==> src/rtl/grid_pkg.sv <==
// Shared playfield grid definitions: geometry, cell layout, colour codes and
// the line-clear sequencer state encoding.
package grid_pkg;

  localparam int GRID_ROWS = 18;
  localparam int GRID_COLS = 10;
  localparam int CELL_W    = 4;
  localparam int ROW_W     = GRID_COLS * CELL_W;

  typedef enum logic [2:0] {
    RED    = 3'd0,
    GREEN  = 3'd1,
    BLUE   = 3'd2,
    WHITE  = 3'd3,
    YELLOW = 3'd4,
    PURPLE = 3'd5,
    ORANGE = 3'd6,
    PINK   = 3'd7
  } color_e;

  typedef struct packed {
    logic   occupied;
    color_e color;
  } cell_t;

  typedef enum logic [2:0] {
    ST_IDLE = 3'd0,
    ST_RD   = 3'd1,
    ST_EV   = 3'd2,
    ST_WR   = 3'd3,
    ST_NX   = 3'd4,
    ST_FL   = 3'd5,
    ST_DN   = 3'd6
  } state_e;

endpackage

==> src/rtl/row_full_detect.sv <==
// Row-full detector: a row is full when every cell's occupied bit is set.
// Takes the already-extracted occupied bits so the spawn/game-over check can
// reuse it without carrying the colour bits around.
module row_full_detect #(
  parameter int COLS = grid_pkg::GRID_COLS
) (
  input  logic [COLS-1:0] occ_i,
  output logic            full_o
);

  // AND-reduce the occupied bits of all cells
  always_comb begin
    full_o = 1'b1;
    for (int c = 0; c < COLS; c++) begin
      full_o = full_o & occ_i[c];
    end
  end

endmodule

==> src/rtl/grid_clear_ctrl.sv <==
// Line-clear sequencer: after a piece locks it walks the grid bottom-to-top,
// drops full rows, compacts the survivors downward and blanks the freed rows
// at the top. The single RAM port is shared with the render path, so every
// access is held stable until the arbiter grants it. All outputs are flops
// computed from the next-state values.
module grid_clear_ctrl #(
  parameter int ROWS   = grid_pkg::GRID_ROWS,
  parameter int COLS   = grid_pkg::GRID_COLS,
  parameter int CELL_W = grid_pkg::CELL_W
) (
  input  logic                     Clk,
  input  logic                     Reset,
  input  logic                     start,
  input  logic                     mem_gnt,
  input  logic [COLS*CELL_W-1:0]   mem_rdata,
  output logic                     mem_req,
  output logic                     mem_we,
  output logic [4:0]               mem_addr,
  output logic [COLS*CELL_W-1:0]   mem_wdata,
  output logic                     busy,
  output logic                     done,
  output logic [4:0]               lines_cleared
);

  import grid_pkg::*;

  localparam int         DATA_W   = COLS * CELL_W;
  localparam logic [4:0] LAST_ROW = 5'(ROWS - 1);

  state_e             state_q, state_d;
  logic [4:0]         src_q, src_d;
  logic [4:0]         dst_q, dst_d;
  logic [4:0]         lines_q, lines_d;
  logic [DATA_W-1:0]  row_q, row_d;

  logic               mem_req_q, mem_req_d;
  logic               mem_we_q, mem_we_d;
  logic [4:0]         mem_addr_q, mem_addr_d;
  logic [DATA_W-1:0]  mem_wdata_q, mem_wdata_d;
  logic               busy_q, busy_d;
  logic               done_q, done_d;

  logic [COLS-1:0]    occ_s;
  logic               row_full_s;

  assign mem_req       = mem_req_q;
  assign mem_we        = mem_we_q;
  assign mem_addr      = mem_addr_q;
  assign mem_wdata     = mem_wdata_q;
  assign busy          = busy_q;
  assign done          = done_q;
  assign lines_cleared = lines_q;

  // Pick the occupied bit (cell MSB) out of every cell of the read data
  always_comb begin
    occ_s = '0;
    for (int c = 0; c < COLS; c++) begin
      occ_s[c] = mem_rdata[c*CELL_W + CELL_W - 1];
    end
  end

  row_full_detect #(
    .COLS (COLS)
  ) u_row_full (
    .occ_i  (occ_s),
    .full_o (row_full_s)
  );

  // Sequencer next-state: row pointers, clear count and captured row
  always_comb begin
    state_d = state_q;
    src_d   = src_q;
    dst_d   = dst_q;
    lines_d = lines_q;
    row_d   = row_q;
    case (state_q)
      ST_IDLE: begin
        if (start) begin
          lines_d = 5'd0;
          src_d   = LAST_ROW;
          dst_d   = LAST_ROW;
          state_d = ST_RD;
        end else begin
          state_d = ST_IDLE;
        end
      end
      ST_RD: begin
        if (mem_gnt) begin
          state_d = ST_EV;
        end else begin
          state_d = ST_RD;
        end
      end
      ST_EV: begin
        // Read data is valid exactly here: the previous cycle was a granted read
        row_d = mem_rdata;
        if (row_full_s) begin
          lines_d = lines_q + 5'd1;
          state_d = ST_NX;
        end else if (src_q != dst_q) begin
          state_d = ST_WR;
        end else begin
          // Row already in place; guard keeps dst from wrapping below row 0
          if (dst_q != 5'd0) begin
            dst_d = dst_q - 5'd1;
          end else begin
            dst_d = dst_q;
          end
          state_d = ST_NX;
        end
      end
      ST_WR: begin
        if (mem_gnt) begin
          if (dst_q != 5'd0) begin
            dst_d = dst_q - 5'd1;
          end else begin
            dst_d = dst_q;
          end
          state_d = ST_NX;
        end else begin
          state_d = ST_WR;
        end
      end
      ST_NX: begin
        if (src_q == 5'd0) begin
          if (lines_q != 5'd0) begin
            state_d = ST_FL;
          end else begin
            state_d = ST_DN;
          end
        end else begin
          src_d   = src_q - 5'd1;
          state_d = ST_RD;
        end
      end
      ST_FL: begin
        // dst counts down from lines_cleared-1 to row 0, blanking as it goes
        if (mem_gnt) begin
          if (dst_q == 5'd0) begin
            state_d = ST_DN;
          end else begin
            dst_d   = dst_q - 5'd1;
            state_d = ST_FL;
          end
        end else begin
          state_d = ST_FL;
        end
      end
      ST_DN: begin
        state_d = ST_IDLE;
      end
      default: begin
        state_d = ST_IDLE;
      end
    endcase
  end

  // Output decode from the next state so the port and status lines leave flops
  always_comb begin
    mem_req_d   = 1'b0;
    mem_we_d    = 1'b0;
    mem_addr_d  = 5'd0;
    mem_wdata_d = '0;
    busy_d      = 1'b0;
    done_d      = 1'b0;
    case (state_d)
      ST_RD: begin
        mem_req_d  = 1'b1;
        mem_addr_d = src_d;
        busy_d     = 1'b1;
      end
      ST_WR: begin
        mem_req_d   = 1'b1;
        mem_we_d    = 1'b1;
        mem_addr_d  = dst_d;
        mem_wdata_d = row_d;
        busy_d      = 1'b1;
      end
      ST_FL: begin
        mem_req_d  = 1'b1;
        mem_we_d   = 1'b1;
        mem_addr_d = dst_d;
        busy_d     = 1'b1;
      end
      ST_EV, ST_NX: begin
        busy_d = 1'b1;
      end
      ST_DN: begin
        done_d = 1'b1;
      end
      default: begin
        busy_d = 1'b0;
      end
    endcase
  end

  // State, pointers and registered outputs with synchronous reset
  always_ff @(posedge Clk) begin
    if (Reset) begin
      state_q     <= ST_IDLE;
      src_q       <= LAST_ROW;
      dst_q       <= LAST_ROW;
      lines_q     <= 5'd0;
      row_q       <= '0;
      mem_req_q   <= 1'b0;
      mem_we_q    <= 1'b0;
      mem_addr_q  <= 5'd0;
      mem_wdata_q <= '0;
      busy_q      <= 1'b0;
      done_q      <= 1'b0;
    end else begin
      state_q     <= state_d;
      src_q       <= src_d;
      dst_q       <= dst_d;
      lines_q     <= lines_d;
      row_q       <= row_d;
      mem_req_q   <= mem_req_d;
      mem_we_q    <= mem_we_d;
      mem_addr_q  <= mem_addr_d;
      mem_wdata_q <= mem_wdata_d;
      busy_q      <= busy_d;
      done_q      <= done_d;
    end
  end

endmodule

==> config.mk <==
export PLATFORM = sky130hd
export DESIGN_NAME = grid_clear_ctrl
export DESIGN_NICKNAME = d
export VERILOG_FILES = /design/src/rtl/grid_pkg.sv /design/src/rtl/row_full_detect.sv /design/src/rtl/grid_clear_ctrl.sv
export SDC_FILE = /design/constraint.sdc
export NUM_CORES = 1
export LEC_CHECK = 0
export CAP_MARGIN = 20
export CELL_PAD_IN_SITES_DETAIL_PLACEMENT = 0
export CELL_PAD_IN_SITES_GLOBAL_PLACEMENT = 2
export CORE_ASPECT_RATIO = 1.2
export CORE_MARGIN = 8
export CORE_UTILIZATION = 36
export DETAILED_ROUTE_END_ITERATION = 8
export DONT_BUFFER_PORTS = 1
export PLACE_DENSITY_LB_ADDON = 0.1
export SLEW_MARGIN = 30
export SYNTH_ARGS = -nofsm -noshare
export SYNTH_HDL_FRONTEND = slang
export SYNTH_SLANG_ARGS = --single-unit
==> constraint.sdc <==
create_clock -name Clk -period 2.9 [get_ports Clk]
set_clock_uncertainty 0.2 [all_clocks]
set_input_delay 0.58 -clock Clk [delete_from_list [all_inputs] [get_ports Clk]]
set_output_delay 0.58 -clock Clk [all_outputs]
set_load 0.01 [all_outputs]
Word level (Yosys, flattened, before mapping)
Index checks and enable logic that the tools add are counted.
{ "totals": {"register_bits": 107, "inputBits": 44, "output_inout_bits": 54, "wordCells": 79} }
{ "op_classes": {"addsub": 3, "n_eq_ne": 14, "mux": 30, "n_bitwise": 10, "reduce_logical": 11} }
{ "ops": {"columns": ["cell", "n"], "rows": [
  ["$mux 5", 11],
  ["$mux 40", 1],
  ["$pmux 5 s2", 3],
  ["$pmux 5 s4", 1],
  ["$pmux 3 s6", 1],
  ["$eq 3x3->1 const B", 5],
  ["$mux 3", 5],
  ["$eq 3x2->1 const B", 4],
  ["$logic_not 5->1", 2],
  ["$reduce_bool 5->1", 2],
  ["$sub 5x1->5 const B", 2],
  ["$and 1x1->1", 9],
  ["$eq 3x1->1 const B", 2],
  ["$mux 2", 3],
  ["$add 5x1->5 const B", 1],
  ["$mux 1", 5],
  ["$ne 5x5->1", 1],
  ["$reduce_or 5->1", 1],
  ["$ne 2x2->1 const B", 2],
  ["$reduce_or 2->1", 2],
  ["$logic_not 3->1", 1],
  ["$reduce_and 3->1", 1],
  ["$reduce_or 3->1", 1],
  ["$reduce_bool 2->1", 1],
  ["$not 1->1", 1]
]} }

Logic depth before layout (Yosys ltp)
Gate-level depths: netlist (run 1).
{ "logic_depth": {"ltp_word": 14, "mapped_depth": 8, "mapped_depth_nobuf": 8} }

Hierarchy
From an unflattened synthesis (run 1), not the netlist that was laid out.
{ "unflattened": {"cells_unflattened": 458, "hier_area_um2": 4001.3} }
{ "modules_own_cells": {"columns": ["mod", "instances", "cells_per_inst", "area_per_inst_um2"], "rows": [
  ["grid_clear_ctrl", 1, 454, 3975.1],
  ["row_full_detect", 1, 4, 26.3]
]} }

Worst setup path after synthesis (run 1)
OpenSTA, ideal clock, no wires.
{ "synth_timing": {"kind": "input-to-reg", "startpoint": "input mem_rdata[23]", "endpoint": "register mem_addr_q[2], in the netlist mem_addr[2]", "setup_time_ps": 117, "arrival_time_ps": 1898, "slack_ps": 685, "cell_stages": 6, "path_buffers": 0, "cell_sequence": "nand2_1 -> or4_1 -> nand3_1 -> o31ai_1 -> a31o_2 -> a22o_1"} }
{ "synth_via": {"elab_chain_len": 10, "word_cells_on_any_way": 14, "classes_between": "eq/ne (3); mux (5); bitwise (5); reduce/logical (1)"} }
{ "synth_lines": {"columns": ["element", "line_no", "source"], "rows": [
  ["start: declaration", "grid_clear_ctrl.sv:15", "input logic [COLS*CELL_W-1:0] mem_rdata,"],
  ["$and 1x1->1 * (5 in series)", "row_full_detect.sv:15", "full_o = full_o & occ_i[c];"],
  ["$mux 3", "grid_clear_ctrl.sv:97", "if (row_full_s) begin"],
  ["$pmux 3 s6", "grid_clear_ctrl.sv:76", "case (state_q)"],
  ["$eq 3x3->1 or $eq 3x2->1 (tied branches)", "grid_clear_ctrl.sv:166", "case (state_d)"],
  ["$reduce_or 2->1 (no line)", null, null],
  ["$pmux 5 s2 *", "grid_clear_ctrl.sv:166", null],
  ["end signal: assignment", "grid_clear_ctrl.sv:219", "mem_addr_q <= mem_addr_d;"],
  ["end: declaration", "grid_clear_ctrl.sv:38", "logic [4:0] mem_addr_q, mem_addr_d;"]
]} }
Mark *: on every way between the ends. The rest lies on a longest branch, timed or not.
A chain may end at the register's enable or synchronous reset.

Final worst setup path (run 1)
{ "layout_timing": {"startpoint": "register src_q[0]", "endpoint": "register mem_addr_q[4], in the netlist mem_addr[4]"} }
{ "layout_via": {"elab_chain_len": 7, "word_cells_on_any_way": 17, "classes_between": "add/sub (1); eq/ne (4); mux (10); reduce/logical (2)"} }
{ "layout_lines": {"columns": ["element", "line_no", "source"], "rows": [
  ["start: declaration", "grid_clear_ctrl.sv:31", "logic [4:0] src_q, src_d;"],
  ["start signal: assignment", "grid_clear_ctrl.sv:213", "src_q <= src_d;"],
  ["$ne 5x5->1", "grid_clear_ctrl.sv:100", "end else if (src_q != dst_q) begin"],
  ["$mux 3", "grid_clear_ctrl.sv:100", null],
  ["$mux 3", "grid_clear_ctrl.sv:97", null],
  ["$pmux 3 s6", "grid_clear_ctrl.sv:76", null],
  ["$eq 3x3->1 or $eq 3x2->1 (tied branches)", "grid_clear_ctrl.sv:166", null],
  ["$reduce_or 2->1 (no line)", null, null],
  ["$pmux 5 s2 *", "grid_clear_ctrl.sv:166", null]
]} }
Marks and branches as above.

==> results of run 1 <==
## area by class of cell
class / count / area (um^2) / share of cell area (%)
Sequential cell: 107 / 2140 / 46.7
Multi-Input combinational cell: 323 / 1810 / 39.5
Clock buffer: 10 / 229 / 4.99
Tap cell: 132 / 165 / 3.60
Timing Repair Buffer: 19 / 143 / 3.11
Clock inverter: 6 / 61.3 / 1.34
Inverter: 10 / 37.5 / 0.818
## power groups by stage
stage	Combinational [mW]	Sequential (mW)	Clock [mW]
detailed placement	0.248	1.57	0
global placement	0.250	1.56	0
CTS	0.248	1.53	1.23
finish	0.246	1.53	1.19
global route	0.277	1.53	1.29
floorplan	0.185	1.55	0
## how the worst max path moves through the flow
stage | from | end | depth (start not counted)
floorplan | mem_rdata[23] | mem_addr[2] | 6
CTS | src_q[0] | mem_addr[0] | 8
global route | src_q[0] | mem_addr[4] | 8
finish | src_q[0] | mem_addr[4] | 8
detailed placement | src_q[0] | mem_addr[0] | 8
global placement | src_q[0] | mem_addr[4] | 8
## sequential cells by signal (all words and copies together), names as in the netlist
register,cells
busy,1
mem_addr,5
row_q,40
mem_we,1
mem_wdata,40
done,1
dst_q,5
src_q,5
state_q,3
mem_req,1
lines_cleared,5
## metrics by stage
step	std cells	hold WS, ns	utilization, %	cell area (um^2)	setup WS (ns)
floorplan	467	0.234	-	4080	0.685
global route	607	0.0849	41.6	4590	0.0782
global placement	591	0.232	39.0	4300	0.314
detailed placement	591	0.238	39.0	4300	0.306
CTS	607	0.0955	41.6	4590	0.287
finish	607	0.106	41.6	4590	0.267
## routing by layer
metal	share of wire, %	vias to the layer above	track usage [%]
li1	-	1581	-
met1	42	1496	16.8
met2	49	87	24.4
met3	8.1	10	6.05
met4	1.4	0	5.12
met5	0	-	0
## cells by family after synthesis
logic type,count (synthesis),synth area share [%]
AND/OR/NAND/NOR,212,26.1
buffers and inverters,37,3.55
XOR/XNOR,12,2.57
AO/OA/AOI/OAI,94,13.8
adder cells (fa/ha/maj),4,1.23
multiplexers,1,0.276
flip-flops,107,52.5
## worst max-delay path, cell delays in order, from the launching register on
cell	delay, ns
dfxtp_1	0.38
inv_1	0.08
ha_1	0.22
nor4b_2	0.17
buf_4	0.16
a221o_1	0.36
a211oi_1	0.72
nand2b_1	0.11
a21oi_1	0.16
## cells in the final DEF, fill, tap and decap left out, drive strengths merged, types with 2 or more instances in the layout
| cell type | count |
|---|---|
| xor2 | 3 |
| o211ai | 2 |
| inv | 12 |
| o22ai | 3 |
| dfxtp | 107 |
| nor2 | 15 |
| nand3 | 10 |
| nor2b | 5 |
| o31ai | 2 |
| and2 | 40 |
| a21oi | 58 |
| or3 | 5 |
| a2bb2oi | 2 |
| clkbuf | 10 |
| a32oi | 2 |
| nand4 | 4 |
| nor3 | 11 |
| or4 | 2 |
| and4b | 2 |
| or2 | 5 |
| xnor2 | 9 |
| or3b | 2 |
| o21ai | 11 |
| nor4b | 4 |
| nand2 | 96 |
| nand2b | 7 |
| clkinv | 3 |
| ha | 4 |
| a211oi | 2 |
| buf | 19 |
| nor4 | 3 |
==> key figures, run 1 <==
Run status
  • Status: complete, no violations

Synth
  • Syn nets: 515
  • Most used DFF post-synth: dfxtp_1
  • Top-count cell post-synth: dfxtp_1
  • Synth top area share: 52.5%
  • Synthesis-stage register bit count: 107
  • Syn Area/Cell: 8.75 um^2
  • Gate Count Post-Synth: 467
  • Post-synth top cells: dfxtp_1 (107), nand2_1 (96), a21oi_1 (57)
  • Async set-reset flop share out of synthesis: 0%
  • Ranking of synthesized cells by area: dfxtp_1 (52%), nand2_1 (8.8%), a21oi_1 (7.0%), and2_1 (6.1%), xnor2_1 (1.9%)
  • Register area share after synthesis: 52.5%
  • Syn Std Cell Area: 4080 um^2
  • Netlist cell types: 50
  • Ys Warns: 0
  • Number of synthesized flops with an enable pin: 0
  • Area leader, netlist: dfxtp_1

STA
  • Slew @ Worst Pin: 0.839 ns
  • RSZ-0062 raised after global routing: false
  • Pins Over Slew Limit: 0
  • Fin crit share: 90.8%
  • Final min period: 2.63 ns
  • Setup TNS: 0 ns
  • Fmax: 0.380 GHz
  • Slew headroom: 43.8%
  • Final setup violation count: 0
  • Endpoints failing hold: 0

Pwr
  • VDD IR-drop max: 0.000264 V
  • Internal power: 2.20 mW
  • Sw Share: 25.8%
  • Seq pwr share: 51.6%
  • Pwr per Cell Area: 645 nW/um^2
  • Static Leak: 1.64 nW
  • Switching Power: 765 uW
  • Clk pwr share: 40.1%
  • Combinational share of power: 8.3%
  • Power Total: 2.96 mW

Detailed routing
  • Avg WL per Cell: 18.0 um
  • Vias/cell: 5.23
  • Routed via count: 3174
  • DRC: 0
  • DRT Pass-1 Iters: 4
  • Initial DRC count: 146
  • DRT Wirelength: 10.9 mm
  • Detail Route Antenna Nets: 0

Critical path
  • Crit path max fanout: 5
  • Critical Path Start Type: register
  • Reg2reg start: src_q[0]
  • R2R Path End: mem_addr[4]
  • Slack of the worst reg-to-reg path: 0.27 ns
  • Crit. End Element: register
  • WS Path Type: register to register
  • R2R depth: 8
  • CP required: 2.98 ns
  • Crit path arrival time: 2.71 ns

Floorplan
  • DIE HEIGHT: 133 um
  • Num ports: 98
  • Starting density of the core: 37.0%
  • CORE AREA: 11000 um^2
  • Die Wd: 113 um
  • Row cnt: 42
  • Die Footprint: 15000 um^2

Clock network
  • Root Buffer: clkbuf_16
  • Clk Latency, worst-skew pair: 0.34 ns
  • TritonCTS Buffers: 9
  • Setup bufs post-CTS: 0
  • Post-CTS Hold Buffers: 0
  • TritonCTS clock tree: yes
  • # clock sinks: 107
  • Clock Path Buffers: 2
  • Post-cts resize count: 0
  • H-tree lvl count: 3
  • Reg clk slew, reported paths: 0.07 ns

Final layout
  • Filler cell count: 1171
  • Share of layout cells above drive strength 1: 10.5%
  • N_diodes: 0
  • Layout area overhead: 12.4%
  • Layout net count: 518

Run
  • Max cap viols: 0

Min path
  • Worst Hold Depth: 1
  • HP Start: Reset
  • Hold Path Class: input pin to register
  • Hold path endpoint: src_q[3]

Global route
  • Congestion Overflow GR: 0
  • Pin count of the biggest net entering global routing: 68
  • Total GRT Usage: 14.8%
  • Global-route wire length before repair: 17.6 mm
  • Initial antenna violation count: 0
  • Vias in the first global route: 3294

Placement
  • # port buffers: 0
  • Dpl hpwl: 7.68 mm
  • RePlAce Congestion: 0.831
(Power assumes the default switching activity.)
==> run 2: changes to the inputs <==
--- a/config.mk
+++ b/config.mk
@@ -5,14 +5,16 @@
 export SDC_FILE = /design/constraint.sdc
 export NUM_CORES = 1
 export LEC_CHECK = 0
+export ABC_AREA = 1
 export CAP_MARGIN = 20
 export CELL_PAD_IN_SITES_DETAIL_PLACEMENT = 0
 export CELL_PAD_IN_SITES_GLOBAL_PLACEMENT = 2
 export CORE_ASPECT_RATIO = 1.2
 export CORE_MARGIN = 8
-export CORE_UTILIZATION = 36
+export CORE_UTILIZATION = 38
 export DETAILED_ROUTE_END_ITERATION = 8
 export DONT_BUFFER_PORTS = 1
+export GPL_ROUTABILITY_DRIVEN = 0
 export PLACE_DENSITY_LB_ADDON = 0.1
 export SLEW_MARGIN = 30
 export SYNTH_ARGS = -nofsm -noshare
==> constraint.sdc (replaced) <==
create_clock -name Clk -period 3.1 [get_ports Clk]
set_clock_uncertainty 0.2 [all_clocks]
set_input_delay 0.62 -clock Clk [delete_from_list [all_inputs] [get_ports Clk]]
set_output_delay 0.62 -clock Clk [all_outputs]
set_load 0.01 [all_outputs]
==> run 2 against run 1 <==
  * Core utilization up 1.4 points
  * Cell area decreased by 1.1%
  * First-iteration DRC count is 21% lower
  * Setup slack better by 0.43 ns
  * Count of clock-buffer cells in the layout unchanged
  * Critical path type unchanged
  * Largest cell class unchanged
  * Largest power group unchanged
  * Highest routed layer unchanged
==> key figures, run 2 <==
Run status
  • Status: complete, no violations

Critical path
  • Crit. End Element: register
  • Critical Path Start Type: register
  • WS Path Type: register to register
  • Slack of the worst reg-to-reg path: 0.70 ns (+0.43 ns)
  • Crit path arrival time: 2.47 ns (-0.24 ns)
  • Crit path max fanout: 47 (+42)
  • CP required: 3.17 ns (+0.19 ns)

Detailed routing
  • DRC: 0 (unchanged)
  • Detail Route Antenna Nets: 0 (unchanged)
  • Routed via count: 3149 (-0.79%)
  • Initial DRC count: 116 (-21%)
  • DRT Pass-1 Iters: 4 (unchanged)
  • Vias/cell: 4.76 (-9.0%)
  • Avg WL per Cell: 15.4 um (-14%)
  • DRT Wirelength: 10.2 mm (-6.5%)

Pwr
  • VDD IR-drop max: 0.000246 V (-6.5%)
  • Pwr per Cell Area: 645 nW/um^2 (about the same)
  • Static Leak: 1.94 nW (+19%)

STA
  • Fin crit share: 77.5% (-13 points)
  • Final worst slack: 0.698 ns (+0.431 ns)
  • Final min period: 2.40 ns (-0.231 ns)
  • Final setup violation count: 0 (unchanged)
  • Slew headroom: 47.6% (+3.8 points)
  • Setup TNS: 0 ns (unchanged)
  • Pins Over Slew Limit: 0 (unchanged)
  • RSZ-0062 raised after global routing: false
  • Fmax: 0.416 GHz (+9.6%)
  • Endpoints failing hold: 0 (unchanged)
  • Slew @ Worst Pin: 0.786 ns (-0.0531 ns)

Clock network
  • Clk Latency, worst-skew pair: 0.34 ns (about the same)
  • Post-CTS Hold Buffers: 0 (unchanged)
  • Setup bufs post-CTS: 0 (unchanged)
  • # clock sinks: 107 (unchanged)
  • Root Buffer: clkbuf_16
  • Clock Path Buffers: 2 (unchanged)
  • TritonCTS clock tree: yes
  • TritonCTS Buffers: 9 (unchanged)
  • Reg clk slew, reported paths: 0.07 ns (about the same)
  • Post-cts resize count: 0 (unchanged)
  • H-tree lvl count: 3 (unchanged)

Synth
  • Top-count cell post-synth: nand2_1
  • Number of synthesized flops with an enable pin: 0 (unchanged)
  • Area leader, netlist: dfxtp_1
  • Gate Count Post-Synth: 534 (+14%)
  • Most used DFF post-synth: dfxtp_1
  • Syn Area/Cell: 7.76 um^2 (-11%)
  • Post-synth top cells: nand2_1 (129), dfxtp_1 (107), nor2_1 (105)
  • Syn nets: 582 (+13%)
  • Async set-reset flop share out of synthesis: 0% (unchanged)
  • Netlist cell types: 30 (-40%)
  • Ys Warns: 0 (unchanged)
  • Synth top area share: 51.7% (-0.74 points)
  • Synthesis-stage register bit count: 107 (unchanged)
  • Syn Std Cell Area: 4140 um^2 (+1.4%)
  • Register area share after synthesis: 51.7% (-0.74 points)
  • Ranking of synthesized cells by area: dfxtp_1 (52%), nand2_1 (12%), nor2_1 (9.5%), mux2i_1 (5.3%), inv_1 (4.8%)

Global route
  • Vias in the first global route: 3075 (-6.6%)
  • Global-route wire length before repair: 16.3 mm (-7.4%)
  • Pin count of the biggest net entering global routing: 53 (-22%)
  • Initial antenna violation count: 0 (unchanged)
  • Congestion Overflow GR: 0 (unchanged)
  • Total GRT Usage: 14.2% (-0.64 points)

Placement
  • Dpl hpwl: 7.27 mm (-5.4%)
  • Dpl ws: 0.694 ns (+0.388 ns)
  • # port buffers: 0 (unchanged)
  • Placed cell count: 646 (+9.3%)

Final layout
  • Fin cells: 662 (+9.1%)
  • Share of layout cells above drive strength 1: 6.38% (-4.1 points)
  • Layout area overhead: 9.57%
  • N_diodes: 0 (unchanged)
  • Commonest non-fill, non-tap cells in the layout: nand2_1 (129), dfxtp_1 (107), nor2_1 (105), inv_1 (53), nand3_1 (29)
  • Most common cell after layout, fill and taps aside: nand2_1
  • Layout net count: 576 (+11%)

Floorplan
  • Starting density of the core: 39.2% (+2.2 points)
  • Num ports: 98 (unchanged)
  • Row cnt: 41 (-2.4%)
  • Die Footprint: 14500 um^2 (-3.4%)
  • CORE AREA: 10600 um^2 (-4.2%)
  • DIE HEIGHT: 130 um (-1.7%)
  • Die Wd: 111 um (-1.7%)

Run
  • Max cap viols: 0 (unchanged)

Min path
  • Hold Path Class: input pin to register
==> run 2: worst paths after layout <==
kind / endpoint / cells after the start / from
worst max-delay path: mem_wdata[11] / 9 / state_q[0]
worst min-delay path: row_q[14] / 1 / Reset
worst max register to register: mem_wdata[11] / 9 / state_q[0]
worst min register to register: row_q[22] / 2 / row_q[22]
==> run 2: worst max-delay path, cell delays in order, from the launching register on <==
cell and delay (ns):
dfxtp_1 0.33, nor2_1 0.22, inv_2 0.09, nor2_4 0.09
buf_4 0.56, nand3_1 0.14, nand2_1 0.17, nand2_1 0.07
buf_4 0.27, nor2_1 0.16
==> run 2: report_power, final <==
group / internal (mW) / total (mW) / switching, mW
Combinational: 0.0919 / 0.292 / 0.200
Clock: 0.647 / 1.19 / 0.540
Sequential: 1.42 / 1.45 / 0.0332
==> run 2: logic make-up after synthesis <==
| group | Yosys count | share of synthesized area, % |
|---|---|---|
| fa+ha+maj | 4 | 1.21 |
| flops | 107 | 51.7 |
| buf+inv | 77 | 7.61 |
| xor+xnor | 5 | 1.06 |
| compound gates | 31 | 4.32 |
| simple gates | 288 | 28.8 |
| mux | 22 | 5.32 |
==> run 2: area by class of cell <==
class                      count  area (um^2)
timing repair buffer           2         15.0
multi-input combinational    350         1690
sequential                   107         2140
tap                          129          161
inverter                      58          218
clock inverter                 6         83.8
fill                        1130         6030
clock buffer                  10          229
==> run 2: stage by stage <==
step	total power, mW	util (%)	hold WS, ns	area (um^2)
finish	2.93	43.0	0.144	4540
global route	3.08	43.0	0.125	4540
CTS	2.98	43.0	0.126	4540
detailed placement	1.78	40.0	0.276	4230
global placement	1.78	40.0	0.268	4230
floorplan	1.71	-	0.256	4140
==> run 2: metal layers <==
| metal | GRT usage, % | wire [um] | vias to the layer above |
|---|---|---|---|
| met1 | 15.8 | 4270 | 1430 |
| met4 | 6.44 | 233 | 0 |
| met2 | 23.9 | 4980 | 65 |
| met5 | 0 | 0 | - |
| met3 | 5.11 | 730 | 16 |
| li1 | - | - | 1638 |
==> run 3: changes to the inputs <==
--- a/config.mk
+++ b/config.mk
@@ -11,7 +11,7 @@
 export CELL_PAD_IN_SITES_GLOBAL_PLACEMENT = 2
 export CORE_ASPECT_RATIO = 1.2
 export CORE_MARGIN = 8
-export CORE_UTILIZATION = 38
+export CORE_UTILIZATION = 32
 export DETAILED_ROUTE_END_ITERATION = 8
 export DONT_BUFFER_PORTS = 1
 export GPL_ROUTABILITY_DRIVEN = 0
==> constraint.sdc (replaced) <==
create_clock -name Clk -period 2.1 [get_ports Clk]
set_clock_uncertainty 0.2 [all_clocks]
set_input_delay 0.42 -clock Clk [delete_from_list [all_inputs] [get_ports Clk]]
set_output_delay 0.42 -clock Clk [all_outputs]
set_load 0.01 [all_outputs]
==> run 3 against run 2 <==
  * Setup slack got worse by 0.55 ns
  * Die area is 16% higher
  * Sequential cell count stayed put
  * Register-to-register slack lost 0.55 ns
  * Critical path type unchanged
==> key figures, run 3 (synthesis results as in run 2) <==
Clock network
  • Reg clk slew, reported paths: 0.08 ns (about the same)
  • Clock Path Buffers: 2 (unchanged)
  • Root Buffer: clkbuf_16
  • TritonCTS clock tree: yes
  • # clock sinks: 107 (unchanged)
  • Clk Latency, worst-skew pair: 0.35 ns (about the same)
  • H-tree lvl count: 3 (unchanged)
  • TritonCTS Buffers: 9 (unchanged)

Critical path
  • Family with the most delay on the worst path: simple AND/OR/NAND/NOR gates
  • WS Path Type: register to register
  • Crit path max fanout: 5 (-89%)
  • Delay of the slowest critical-path stage: 0.33 ns (-0.23 ns)
  • Crit path arrival time: 2.01 ns (-0.46 ns)
  • Crit. End Element: register
  • CP required: 2.16 ns (-1.01 ns)
  • Critical Path Start Type: register
  • CP cell instances: inv_1 -> ha_1 -> nand2_2 -> nor2_2 -> nand2_4 -> o21ai_2 -> nand3_2 -> buf_4 -> o21ai_1 -> buf_4 -> inv_1
  • Highest-delay cell along the critical path: dfxtp_1
  • Bufs and invs on worst path: 4 (+1)

Final layout
  • Commonest non-fill, non-tap cells in the layout: nand2_1 (125), dfxtp_1 (104), nor2_1 (102), inv_1 (52), nand3_1 (28)
  • Fin cells: 718 (+8.5%)
  • Layout area overhead: 16.3%
  • Final core occ: 38.0% (-4.9 points)
  • Most common cell after layout, fill and taps aside: nand2_1
  • N_diodes: 0 (unchanged)
  • Share of layout cells above drive strength 1: 12.8% (+6.4 points)
  • Layout net count: 598 (+3.8%)

Global route
  • Total GRT Usage: 13.8% (-0.33 points)
  • GR Util met3: 6.31% (+1.2 points)
  • GR Layer Usage met1: 15.3% (-0.45 points)
  • GRT busiest layer: met2
  • Initial antenna violation count: 0 (unchanged)
  • Congestion Overflow GR: 0 (unchanged)
  • Vias in the first global route: 3275 (+6.5%)
  • Pin count of the biggest net entering global routing: 51 (-3.8%)
  • GRT met2 Usage: 23.2% (-0.63 points)
  • Global-route wire length before repair: 18.0 mm (+10%)

Pwr
  • VDD IR-drop max: 0.000353 V (+43%)
  • Combinational share of power: 12.6% (+2.6 points)
  • Seq pwr share: 49.4% (about the same)
  • Power Total: 4.32 mW (+48%)
  • Static Leak: 2.07 nW (+6.5%)
  • Clk pwr share: 38.0% (-2.5 points)
  • Internal power: 3.15 mW (+46%)
  • Pwr per Cell Area: 897 nW/um^2 (+39%)
  • Sw Share: 27.3% (+0.86 points)
  • Switching Power: 1.18 mW (+52%)

STA
  • Final setup violation count: 0 (unchanged)
  • Fmax: 0.513 GHz (+23%)
  • RSZ-0062 raised after global routing: false
  • Fin crit share: 92.9% (+15 points)
  • Final min period: 1.95 ns (-0.451 ns)
  • Pins Over Slew Limit: 0 (unchanged)
  • Endpoints failing hold: 0 (unchanged)
  • Final worst slack: 0.150 ns (-0.549 ns)
  • Slew @ Worst Pin: 0.376 ns (-0.410 ns)
  • Slew headroom: 74.7% (+27 points)

Detailed routing
  • Avg WL per Cell: 15.9 um (+3.1%)
  • Initial DRC count: 124 (+6.9%)
  • DRT Pass-1 Iters: 4 (unchanged)
  • DRC: 0 (unchanged)
  • DRT Wirelength: 11.4 mm (+12%)
  • Detail Route Antenna Nets: 0 (unchanged)
  • Routed via count: 3236 (+2.8%)
  • Vias/cell: 4.51 (-5.3%)

Min path
  • Hold Path Class: input pin to register

Placement
  • Dpl hpwl: 8.21 mm (+13%)
  • # port buffers: 0 (unchanged)
  • Dpl ws: -0.0187 ns (-0.713 ns)
  • Placed cell count: 698 (+8.0%)

Floorplan
  • DIE HEIGHT: 141 um (+7.9%)
  • Die Wd: 120 um (+7.7%)
  • Starting density of the core: 32.7% (-6.5 points)
  • Num ports: 98 (unchanged)
  • Row cnt: 45 (+9.8%)
  • CORE AREA: 12700 um^2 (+20%)
  • Die Footprint: 16900 um^2 (+16%)

Run
  • Max cap viols: 0 (unchanged)

Run status
  • Status: complete, no violations
## run 3: cell count changes in the layout (fill, tap and decap cells not counted), moves of 3 or more
cell     delta
dfxtp_2     +3
nand2_2     +4
dfxtp_1     -3
nor2_2      +3
buf_4      +18
nand2_1     -4
nor2_1      -3
## run 3: what timing repair did
action / 4_1_cts / 5_1_grt
setup buffers: 0 / 3
hold endpoints to repair: 50 / 0
setup endpoints to repair: 3 / 25
pin swaps: 0 / 2
cloned: 0 / 1
hold buffers: 1 / 0
resized for setup: 2 / 14
## run 3: worst register-to-register path, cell delays in order (launching register included)
cell and delay [ns]:
dfxtp_1 0.33, inv_1 0.09, ha_1 0.20, nand2_2 0.07, nor2_2 0.14, nand2_4 0.08, o21ai_2 0.15, nand3_2 0.13
buf_4 0.16, o21ai_1 0.15, buf_4 0.13, inv_1 0.03
## run 3: cell type report
cell class	instances	area, um^2
Multi-Input combinational cell	350	1720
Timing Repair Buffer	24	243
Clock inverter	5	46.3
Clock buffer	10	239
Fill cell	1367	7850
Inverter	58	218
Tap cell	164	205
Sequential cell	107	2150
## run 3: path summary, 6_finish.rpt
path / start / end / cells past startpoint / slack [ns]
hold reg to reg: row_q[36] / row_q[36] / 2 / 0.29
hold / removal: mem_rdata[36] / row_q[36] / 2 / 0.04
setup reg to reg: src_q[1] / mem_req / 11 / 0.15
setup / recovery: src_q[1] / mem_req / 11 / 0.15
## run 3: per-stage QoR
step | hold WS [ns] | TNS, ns | cell area, um^2
after floorplan | 0.256 | 0 | 4140
after global placement | 0.268 | -0.0771 | 4430
after detailed placement | 0.276 | -0.0338 | 4430
after CTS | 0.0311 | 0 | 4740
after global routing | 0.0446 | 0 | 4820
final | 0.0421 | 0 | 4820
## run 3: metal layers
layer | wire length, um | vias to the layer above
li1 | - | 1680
met1 | 4630 | 1479
met2 | 5610 | 68
met3 | 988 | 9
met4 | 187 | 0
met5 | 0 | -
## run 3: power groups by stage
stage | Clock (mW) | Combinational [mW] | Sequential [mW]
floorplan | 0 | 0.353 | 2.17
global placement | 0 | 0.502 | 2.18
detailed placement | 0 | 0.500 | 2.18
CTS | 1.71 | 0.527 | 2.14
global route | 1.79 | 0.614 | 2.14
finish | 1.64 | 0.543 | 2.14
